==> config.mk <==
export PLATFORM = sky130hd
export DESIGN_NAME = reset_sequencer
export DESIGN_NICKNAME = d
export VERILOG_FILES = /design/src/rtl/reset_sequencer.sv
export SDC_FILE = /design/constraint.sdc
export NUM_CORES = 1
export LEC_CHECK = 0
export BUFFER_PORTS_ARGS = -buffer_cell sky130_fd_sc_hd__buf_2
export CORE_AREA = 2 2 56 58
export CTS_BUF_LIST = sky130_fd_sc_hd__clkbuf_8
export CTS_CLUSTER_SIZE = 25
export DETAILED_ROUTE_END_ITERATION = 7
export DIE_AREA = 0 0 58 60
export SYNTH_ARGS = -nofsm -noshare
export SYNTH_HDL_FRONTEND = slang
export SYNTH_SLANG_ARGS = --single-unit
==> constraint.sdc <==
create_clock -name clk_sys -period 2.07 [get_ports clk_sys]
set_input_delay 0.207 -clock clk_sys [delete_from_list [all_inputs] [get_ports clk_sys]]
set_output_delay 0.207 -clock clk_sys [all_outputs]
set_load 0.02 [all_outputs]
==> src/rtl/reset_sequencer.sv <==
// reset_sequencer: staged reset release for peripheral, memory and CPU domains.
// Holds all domains in reset, waits for PLL lock, then releases
// periph -> mem -> cpu with programmable gaps. Re-sequences on lock
// loss, soft request or (optionally) watchdog timeout.
//
// Optional feature: define RST_SEQ_WDT_EN to build the run-state watchdog.
//
// Ports:
//   clk_sys      in   system clock, rising edge
//   rst          in   synchronous active-high reset
//   pll_locked   in   PLL lock level
//   soft_rst_req in   one-cycle soft re-sequence request
//   wdt_kick     in   watchdog restart pulse (watchdog builds only)
//   rst_periph   out  peripheral domain reset, registered
//   rst_mem      out  memory/bus domain reset, registered
//   rst_cpu      out  CPU pipeline reset, registered
//   seq_done     out  high only while running, registered
//   rst_cause    out  0 por/rst, 1 lock loss, 2 soft, 3 watchdog
module reset_sequencer #(
    parameter int HOLD_CYCLES = 16,
    parameter int MEM_DELAY   = 8,
    parameter int CPU_DELAY   = 8,
    parameter int WDT_CYCLES  = 1024
) (
    input  logic       clk_sys,
    input  logic       rst,
    input  logic       pll_locked,
    input  logic       soft_rst_req,
    input  logic       wdt_kick,
    output logic       rst_periph,
    output logic       rst_mem,
    output logic       rst_cpu,
    output logic       seq_done,
    output logic [1:0] rst_cause
);

    localparam int MAX_A = (HOLD_CYCLES > MEM_DELAY) ? HOLD_CYCLES : MEM_DELAY;
    localparam int MAX_B = (CPU_DELAY > WDT_CYCLES) ? CPU_DELAY : WDT_CYCLES;
    localparam int MAX_V = (MAX_A > MAX_B) ? MAX_A : MAX_B;
    localparam int CW    = $clog2(MAX_V + 1);

    localparam logic [CW-1:0] HOLD_LAST = CW'(HOLD_CYCLES - 1);
    localparam logic [CW-1:0] MEM_LAST  = CW'(MEM_DELAY - 1);
    localparam logic [CW-1:0] CPU_LAST  = CW'(CPU_DELAY - 1);
    localparam logic [CW-1:0] CNT_ONE   = CW'(1);

    typedef enum logic [2:0] {
        S_HOLD,
        S_WAIT_LOCK,
        S_MEM,
        S_CPU,
        S_RUN
    } state_t;

    state_t          state;
    state_t          state_n;
    logic [CW-1:0]   cnt;
    logic [CW-1:0]   cnt_n;
    logic [1:0]      cause_n;
    logic            lock_loss;
    logic            soft_hit;
    logic            wdt_trip;

    // Lock loss only matters once the peripheral domain has been released.
    assign lock_loss = !pll_locked &&
                       (state == S_MEM || state == S_CPU || state == S_RUN);
    assign soft_hit  = soft_rst_req && (state == S_RUN);

`ifdef RST_SEQ_WDT_EN
    localparam logic [CW-1:0] WDT_LAST = CW'(WDT_CYCLES - 1);

    // The shared counter doubles as the watchdog while running; it
    // trips on the WDT_CYCLES-th consecutive edge without a kick.
    assign wdt_trip = (state == S_RUN) && !wdt_kick && (cnt == WDT_LAST);
`else
    logic unused_kick;

    assign unused_kick = wdt_kick;
    assign wdt_trip    = 1'b0;
`endif

    always_comb begin
        state_n = state;
        cnt_n   = cnt;
        cause_n = rst_cause;
        if (lock_loss) begin
            state_n = S_HOLD;
            cnt_n   = '0;
            cause_n = 2'd1;
        end else if (soft_hit) begin
            state_n = S_HOLD;
            cnt_n   = '0;
            cause_n = 2'd2;
        end else if (wdt_trip) begin
            state_n = S_HOLD;
            cnt_n   = '0;
            cause_n = 2'd3;
        end else begin
            unique case (state)
                S_HOLD: begin
                    if (cnt == HOLD_LAST) begin
                        state_n = S_WAIT_LOCK;
                        cnt_n   = '0;
                    end else begin
                        cnt_n = cnt + CNT_ONE;
                    end
                end
                S_WAIT_LOCK: begin
                    if (pll_locked) begin
                        state_n = S_MEM;
                        cnt_n   = '0;
                    end
                end
                S_MEM: begin
                    if (cnt == MEM_LAST) begin
                        state_n = S_CPU;
                        cnt_n   = '0;
                    end else begin
                        cnt_n = cnt + CNT_ONE;
                    end
                end
                S_CPU: begin
                    if (cnt == CPU_LAST) begin
                        state_n = S_RUN;
                        cnt_n   = '0;
                    end else begin
                        cnt_n = cnt + CNT_ONE;
                    end
                end
                S_RUN: begin
`ifdef RST_SEQ_WDT_EN
                    if (wdt_kick) begin
                        cnt_n = '0;
                    end else begin
                        cnt_n = cnt + CNT_ONE;
                    end
`else
                    cnt_n = '0;
`endif
                end
                default: begin
                    state_n = S_HOLD;
                    cnt_n   = '0;
                end
            endcase
        end
    end

    // Outputs are registered from the next state so each reset changes
    // on the same edge that makes the corresponding transition.
    always_ff @(posedge clk_sys) begin
        if (rst) begin
            state      <= S_HOLD;
            cnt        <= '0;
            rst_periph <= 1'b1;
            rst_mem    <= 1'b1;
            rst_cpu    <= 1'b1;
            seq_done   <= 1'b0;
            rst_cause  <= 2'd0;
        end else begin
            state      <= state_n;
            cnt        <= cnt_n;
            rst_periph <= (state_n == S_HOLD) || (state_n == S_WAIT_LOCK);
            rst_mem    <= (state_n == S_HOLD) || (state_n == S_WAIT_LOCK) ||
                          (state_n == S_MEM);
            rst_cpu    <= (state_n != S_RUN);
            seq_done   <= (state_n == S_RUN);
            rst_cause  <= cause_n;
        end
    end

endmodule
==> impl_metrics.json, run 1 <==
{
  "syn_inst": 119,
  "fmax_mhz": 535.9,
  "num_vias": 891,
  "wl_um": 2037,
  "postRouteAntennaNets": 0,
  "insertion_delay_ns": 0.26,
  "crit_slowest_cell": "dfxtp_1",
  "syn_area_per_cell_um2": 9.095,
  "diodes": 0,
  "routed_via_density": 5.604,
  "grt_pass1_vias": 779,
  "core_mm2": 0.002903,
  "num_rows": 20,
  "drv_cap": 0,
  "synthDistinctLibCells": 48,
  "fin_crit_sh_pct": 90.14,
  "finClkSkew_ns": 0.007236,
  "hpwlAfterDp_um": 1507,
  "area_growth_pct": 10.40,
  "hold_violations": 0,
  "crit_path_end_kind": "flop",
  "crit_cells": 5,
  "clk_pin_slew_ns": 0.08,
  "power_per_cell_area_mw_per_mm2": 687.2,
  "p_leak_uw": 0.0004534,
  "place_congestion": 0.8221,
  "synth_top_flop_cell": "dfxtp_1",
  "cp-start-kind": "flop",
  "arrival_ns": 2.04,
  "grt_max_degree": 16,
  "synth-compound-area-share_pct": 24.74,
  "htree_levels": 1,
  "overflow": 0,
  "num-fill-cells": 283,
  "synth-simple-area-share_pct": 29.60,
  "setup_viol": 0,
  "setup_tns_ns": 0,
  "hold_path_class": "in2reg",
  "combPwrFrac_pct": 4.2,
  "routedWlPerCell_um": 12.81,
  "path_cells": "nor2b_1 -> nor4_1 -> a21bo_2 -> o2bb2a_1 -> o31ai_1",
  "critPathLaunch": "state[1]$_SDFF_PP0_",
  "start_util_pct": 37.28,
  "yosysSeqAreaShare_pct": 36.99,
  "swShare_pct": 19.25,
  "total_power_uw": 821.2,
  "cts_sinks": 20,
  "p_clk_share_pct": 47.6,
  "synth.area.mux_share_pct": 0,
  "min_path_cells": 2,
  "synth_area_mm2": 0.001082,
  "max-vdd-ir-drop_v": 0.0006374,
  "power.switching_uw": 158.1,
  "final_util_pct": 41.16,
  "syn-num-nets": 125,
  "grt_first_pass_wirelength_um": 3394,
  "crit_type": "reg2reg",
  "cts_setup_buffers": 0,
  "io_pins": 11,
  "tightestPinTransition_ns": 0.4157,
  "tritoncts": "done",
  "worstPathRequired_ns": 2.24,
  "grtUsageTotal_pct": 12.77,
  "cts_buffer_depth": 2,
  "finalCriticalPeriod_ns": 1.866,
  "ys_ff_latch": 20,
  "regArea_um2": 400.4,
  "ys_warn_count": 0,
  "cts_buffers": 3,
  "synth_edf_count": 0,
  "cts-root-buf": "clkbuf_8",
  "multi_input_area_um2": 618.1,
  "ctsHoldBuffers": 0,
  "dr.pass1.iters": 4,
  "p_seq_share_pct": 48.2,
  "internal_power_uw": 663.1,
  "reg2reg_depth": 5,
  "fin_nets": 133,
  "synth_top_family_by_area": "simple AND/OR/NAND/NOR gates",
  "grt_antenna_before_repair": 0,
  "synth_adder_area_share_pct": 1.156,
  "synth_xor_area_share_pct": 1.618,
  "dp.cells": 155,
  "slew_headroom_pct": 72.03,
  "status": "finished, final reports clean",
  "crit_family": "compound AO/OA/AOI/OAI gates",
  "yosys.area.top_type": "dfxtp_1",
  "reg2reg_from": "state[1]$_SDFF_PP0_",
  "portBuffers": 9,
  "cp_slowest_stage_delay_ns": 0.44,
  "final_cell_count_no_fill": 159,
  "die_area_mm2": 0.003480,
  "drc_errors": 0,
  "die_w_um": 58,
  "crit_fanout": 15,
  "post_cts_resized": 0,
  "async_flop_share_pct": 0,
  "drt_iter0_drc": 33,
  "slew_violations": 0,
  "grt_setup_unrepaired": "no",
  "drive_gt1_share_pct": 19.05,
  "crit_buf_inv": 0,
  "synthTopCellsByArea": "dfxtp_1 37%, buf_6 3.1%, nand2b_1 2.9%",
  "yosysTopAreaCellShare_pct": 36.99,
  "hold_path_startpoint": "rst",
  "die_h_um": 60
}
[layout by cell type, fill, tap and decap left out, types with 2 or more instances in the layout]
cell      Yosys  layout
a211o_1       2       2
a211oi_1      2       2
a21o_1        3       3
a21oi_1       6       6
a41oi_1       2       2
and3_1        4       4
and4b_1       2       2
buf_2         3       9
clkbuf_8      0       3
dfxtp_1      20      20
inv_1         3       3
nand2_1       8       8
nand2b_1      5       5
nand3_1       4       4
nor2_1        7       7
nor2_4        2       2
nor2b_1       2       2
nor3_1        4       4
nor3b_1       4       4
o21ai_0       5       5
[cell families after synthesis]
kind of cell | after synthesis
AO/OA/AOI/OAI | 35
XOR/XNOR | 2
adder cells (fa/ha/maj) | 1
buffers and inverters | 10
flip-flops | 20
AND/OR/NAND/NOR | 51
[synthesized netlist by cell type (3+ instances only)]
| master | count |
|---|---|
| a21oi_1 | 6 |
| buf_6 | 3 |
| nor3_1 | 4 |
| nor2_1 | 7 |
| buf_2 | 3 |
| and3_1 | 4 |
| inv_1 | 3 |
| nand3_1 | 4 |
| dfxtp_1 | 20 |
| nand2b_1 | 5 |
| a21o_1 | 3 |
| o21ai_0 | 5 |
| nor3b_1 | 4 |
| nand2_1 | 8 |
[per-layer routing]
metal	global-route usage, %	vias up	wire [um]
met1	14.76	424	994
met2	22.40	10	969
met5	0	-	0
met3	4.762	0	74
met4	2.990	0	0
li1	-	457	-
[layout make-up]
| cell class | count | share of cell area (%) |
|---|---|---|
| Timing Repair Buffer | 10 | 4.398 |
| Multi-Input combinational cell | 89 | 51.73 |
| Sequential cell | 20 | 33.51 |
| Inverter | 3 | 0.9424 |
| Clock buffer | 3 | 3.455 |
| Clock inverter | 1 | 2.513 |
| Tap cell | 33 | 3.455 |
[flip-flops by register name, indices dropped and copies added (netlist names)]
register	count
rst_cause	2
seq_done	1
cnt	11
state	3
rst_periph	1
rst_mem	1
rst_cpu	1
[power by group through the flow]
stage	Sequential, uW	Combinational, uW	Clock [uW]
after global placement	404	33.2	0
final	395	34.6	391
after detailed placement	404	34.1	0
after global routing	396	37.9	419
after CTS	395	34.5	406
after floorplan	403	28.2	0
[path summary, 6_finish.rpt]
path                                     to  slack [ns]
setup reg to reg        cnt[7]$_SDFFE_PP0P_        0.20
setup / recovery        cnt[7]$_SDFFE_PP0P_        0.20
hold / removal    rst_cause[1]$_SDFFE_PP0P_        0.18
hold reg to reg   rst_cause[0]$_SDFFE_PP0P_        0.48
[through the flow]
stage          worst slack [ns]  cell area, um^2  hold slack (ns)
6_report                 0.2041             1195           0.1781
3_5_place_dp             0.2385             1124           0.4532
5_1_grt                 0.03270             1195           0.1888
4_1_cts                  0.2121             1195           0.1641
3_3_place_gp             0.2414             1124           0.4446
2_1_floorplan            0.5130             1082           0.2761
Note: power is estimated with default switching activity, not from simulation.
==> run 2: changes to the inputs <==
CORE_AREA = 2 2 47 67   (was 2 2 56 58)
DIE_AREA = 0 0 49 69   (was 0 0 58 60)
==> impl_metrics.json, run 2 (synthesized netlist as in run 1, its figures left out) <==
{
  "drive_gt1_share_pct": 19.69,
  "finalCriticalPeriod_ns": 1.868,
  "grt_antenna_before_repair": 0,
  "grt_setup_unrepaired": "no",
  "max-vdd-ir-drop_v": 0.0004198,
  "portBuffers": 9,
  "top_regs": "cnt x11, state x3, rst_cause x2",
  "grt_pass1_vias": 851,
  "power_per_cell_area_mw_per_mm2": 606.7,
  "clk_pin_slew_ns": 0.07,
  "htree_levels": 1,
  "core_mm2": 0.002791,
  "hpwlAfterDp_um": 1551,
  "routed_via_density": 5.427,
  "regArea_um2": 400.4,
  "swShare_pct": 20.55,
  "wl_um": 2064,
  "cp_slowest_stage_delay_ns": 0.42,
  "reg2reg_from": "cnt[2]$_SDFFE_PP0P_",
  "num_vias": 890,
  "cts_buffers": 3,
  "pre_cts_slack_ns": 0.2093,
  "cp-start-kind": "flop",
  "postRouteAntennaNets": 0,
  "hold_path_end": "rst_cause[1]$_SDFFE_PP0P_",
  "arrival_ns": 2.02,
  "power.switching_uw": 148.5,
  "drv_cap": 0,
  "tightestPinTransition_ns": 0.4207,
  "p_seq_share_pct": 54.8,
  "die_h_um": 69,
  "mostFrequentLayoutCells": "20 x dfxtp_1, 9 x buf_2, 8 x nand2_1",
  "slew_violations": 0,
  "fin_ws_ns": 0.2019,
  "num-fill-cells": 298,
  "final_cell_count_no_fill": 164,
  "start_util_pct": 38.77,
  "crit_path_end_kind": "flop",
  "fmax_mhz": 535.3,
  "dp.cells": 160,
  "cts_setup_buffers": 0,
  "tritoncts": "done",
  "grt_first_pass_wirelength_um": 3698,
  "hold_path_startpoint": "rst",
  "p_clk_share_pct": 40.5,
  "finClkSkew_ns": 0.003713,
  "num_rows": 23,
  "hold_slack_ns": 0.1813,
  "largest_reg_flops": 11,
  "crit_type": "reg2reg",
  "worstPathRequired_ns": 2.22,
  "reg2reg_depth": 5,
  "area_growth_pct": 10.06,
  "placed_cell_area_mm2": 0.001136,
  "min_path_cells": 2,
  "overflow": 0,
  "final_area_mm2": 0.001191,
  "place_congestion": 0.7672,
  "worstReg2RegEnd": "cnt[3]$_SDFFE_PP0P_",
  "hold_violations": 0,
  "cts_buffer_depth": 2,
  "status": "finished, final reports clean",
  "ctsHoldBuffers": 0,
  "io_pins": 11,
  "fin_nets": 134,
  "regToRegSetupSlack_ns": 0.20,
  "dr.pass1.iters": 3,
  "slew_headroom_pct": 71.92,
  "fin_crit_sh_pct": 90.25,
  "crit_fanout": 15,
  "regMostFlops": "cnt",
  "path_cells": "nor4b_2 -> and4b_1 -> a21bo_2 -> nor3_1 -> a211o_1",
  "routedWlPerCell_um": 12.59,
  "cts-root-buf": "clkbuf_8",
  "diodes": 0,
  "multi_input_area_um2": 618.1,
  "die_w_um": 49,
  "drt_iter0_drc": 5,
  "grtUsageTotal_pct": 13.81,
  "insertion_delay_ns": 0.25,
  "internal_power_uw": 574.1,
  "grt_max_degree": 16,
  "p_leak_uw": 0.0004519,
  "drc_errors": 0,
  "setup_tns_ns": 0,
  "post_cts_resized": 0,
  "cts_sinks": 20,
  "crit_slowest_cell": "dfxtp_1",
  "setup_viol": 0,
  "die_area_mm2": 0.003381,
  "layout_commonest_cell": "dfxtp_1",
  "hold_path_class": "in2reg",
  "combPwrFrac_pct": 4.7
}
==> run 2: worst max-delay path: cells and delay by family (launching register included) <==
family	cells	cell delay, ns
AO/OA/AOI/OAI	2	0.62
flip-flops	1	0.42
AND/OR/NAND/NOR	3	0.71
==> run 2: metal layers <==
| metal | routed length, um | global-route usage (%) | vias up | part of all wire, % |
|---|---|---|---|---|
| met5 | 0 | 0 | - | 0 |
| met3 | 36 | 2.597 | 4 | 1.7 |
| met2 | 1065 | 24.66 | 8 | 52 |
| met1 | 927 | 15.35 | 423 | 45 |
| li1 | - | - | 455 | - |
| met4 | 34 | 6.667 | 0 | 1.6 |
==> run 2: worst max path at each step <==
stage	startpoint	end	slack, ns
after floorplan	cnt[7]$_SDFFE_PP0P_	cnt[3]$_SDFFE_PP0P_	0.51
after global placement	state[1]$_SDFF_PP0_	cnt[7]$_SDFFE_PP0P_	0.26
after detailed placement	cnt[2]$_SDFFE_PP0P_	cnt[3]$_SDFFE_PP0P_	0.21
after CTS	cnt[2]$_SDFFE_PP0P_	cnt[3]$_SDFFE_PP0P_	0.18
after global routing	cnt[2]$_SDFFE_PP0P_	cnt[3]$_SDFFE_PP0P_	0.03
final	cnt[2]$_SDFFE_PP0P_	cnt[3]$_SDFFE_PP0P_	0.20
==> run 2: stage by stage <==
stage	util, %	total power (uW)
floorplan	-	430.9
global placement	40.70	437.8
detailed placement	40.70	439.0
CTS	42.67	738.5
global route	42.67	754.6
finish	42.67	722.6
==> run 2: cell type report <==
type,instances,area share [%]
clock buffer,4,4.622
inverter,3,0.9454
multi-input combinational,89,51.89
sequential,20,33.61
tap,37,3.887
timing repair buffer,11,5.042
==> run 2: power groups by stage <==
stage               logic [uW]  registers (uW)  clock network, uW
floorplan                 28.2             403                  0
global placement          33.5             404                  0
detailed placement        34.2             405                  0
CTS                       34.8             396                308
global route              39.5             397                318
finish                    34.3             396                292
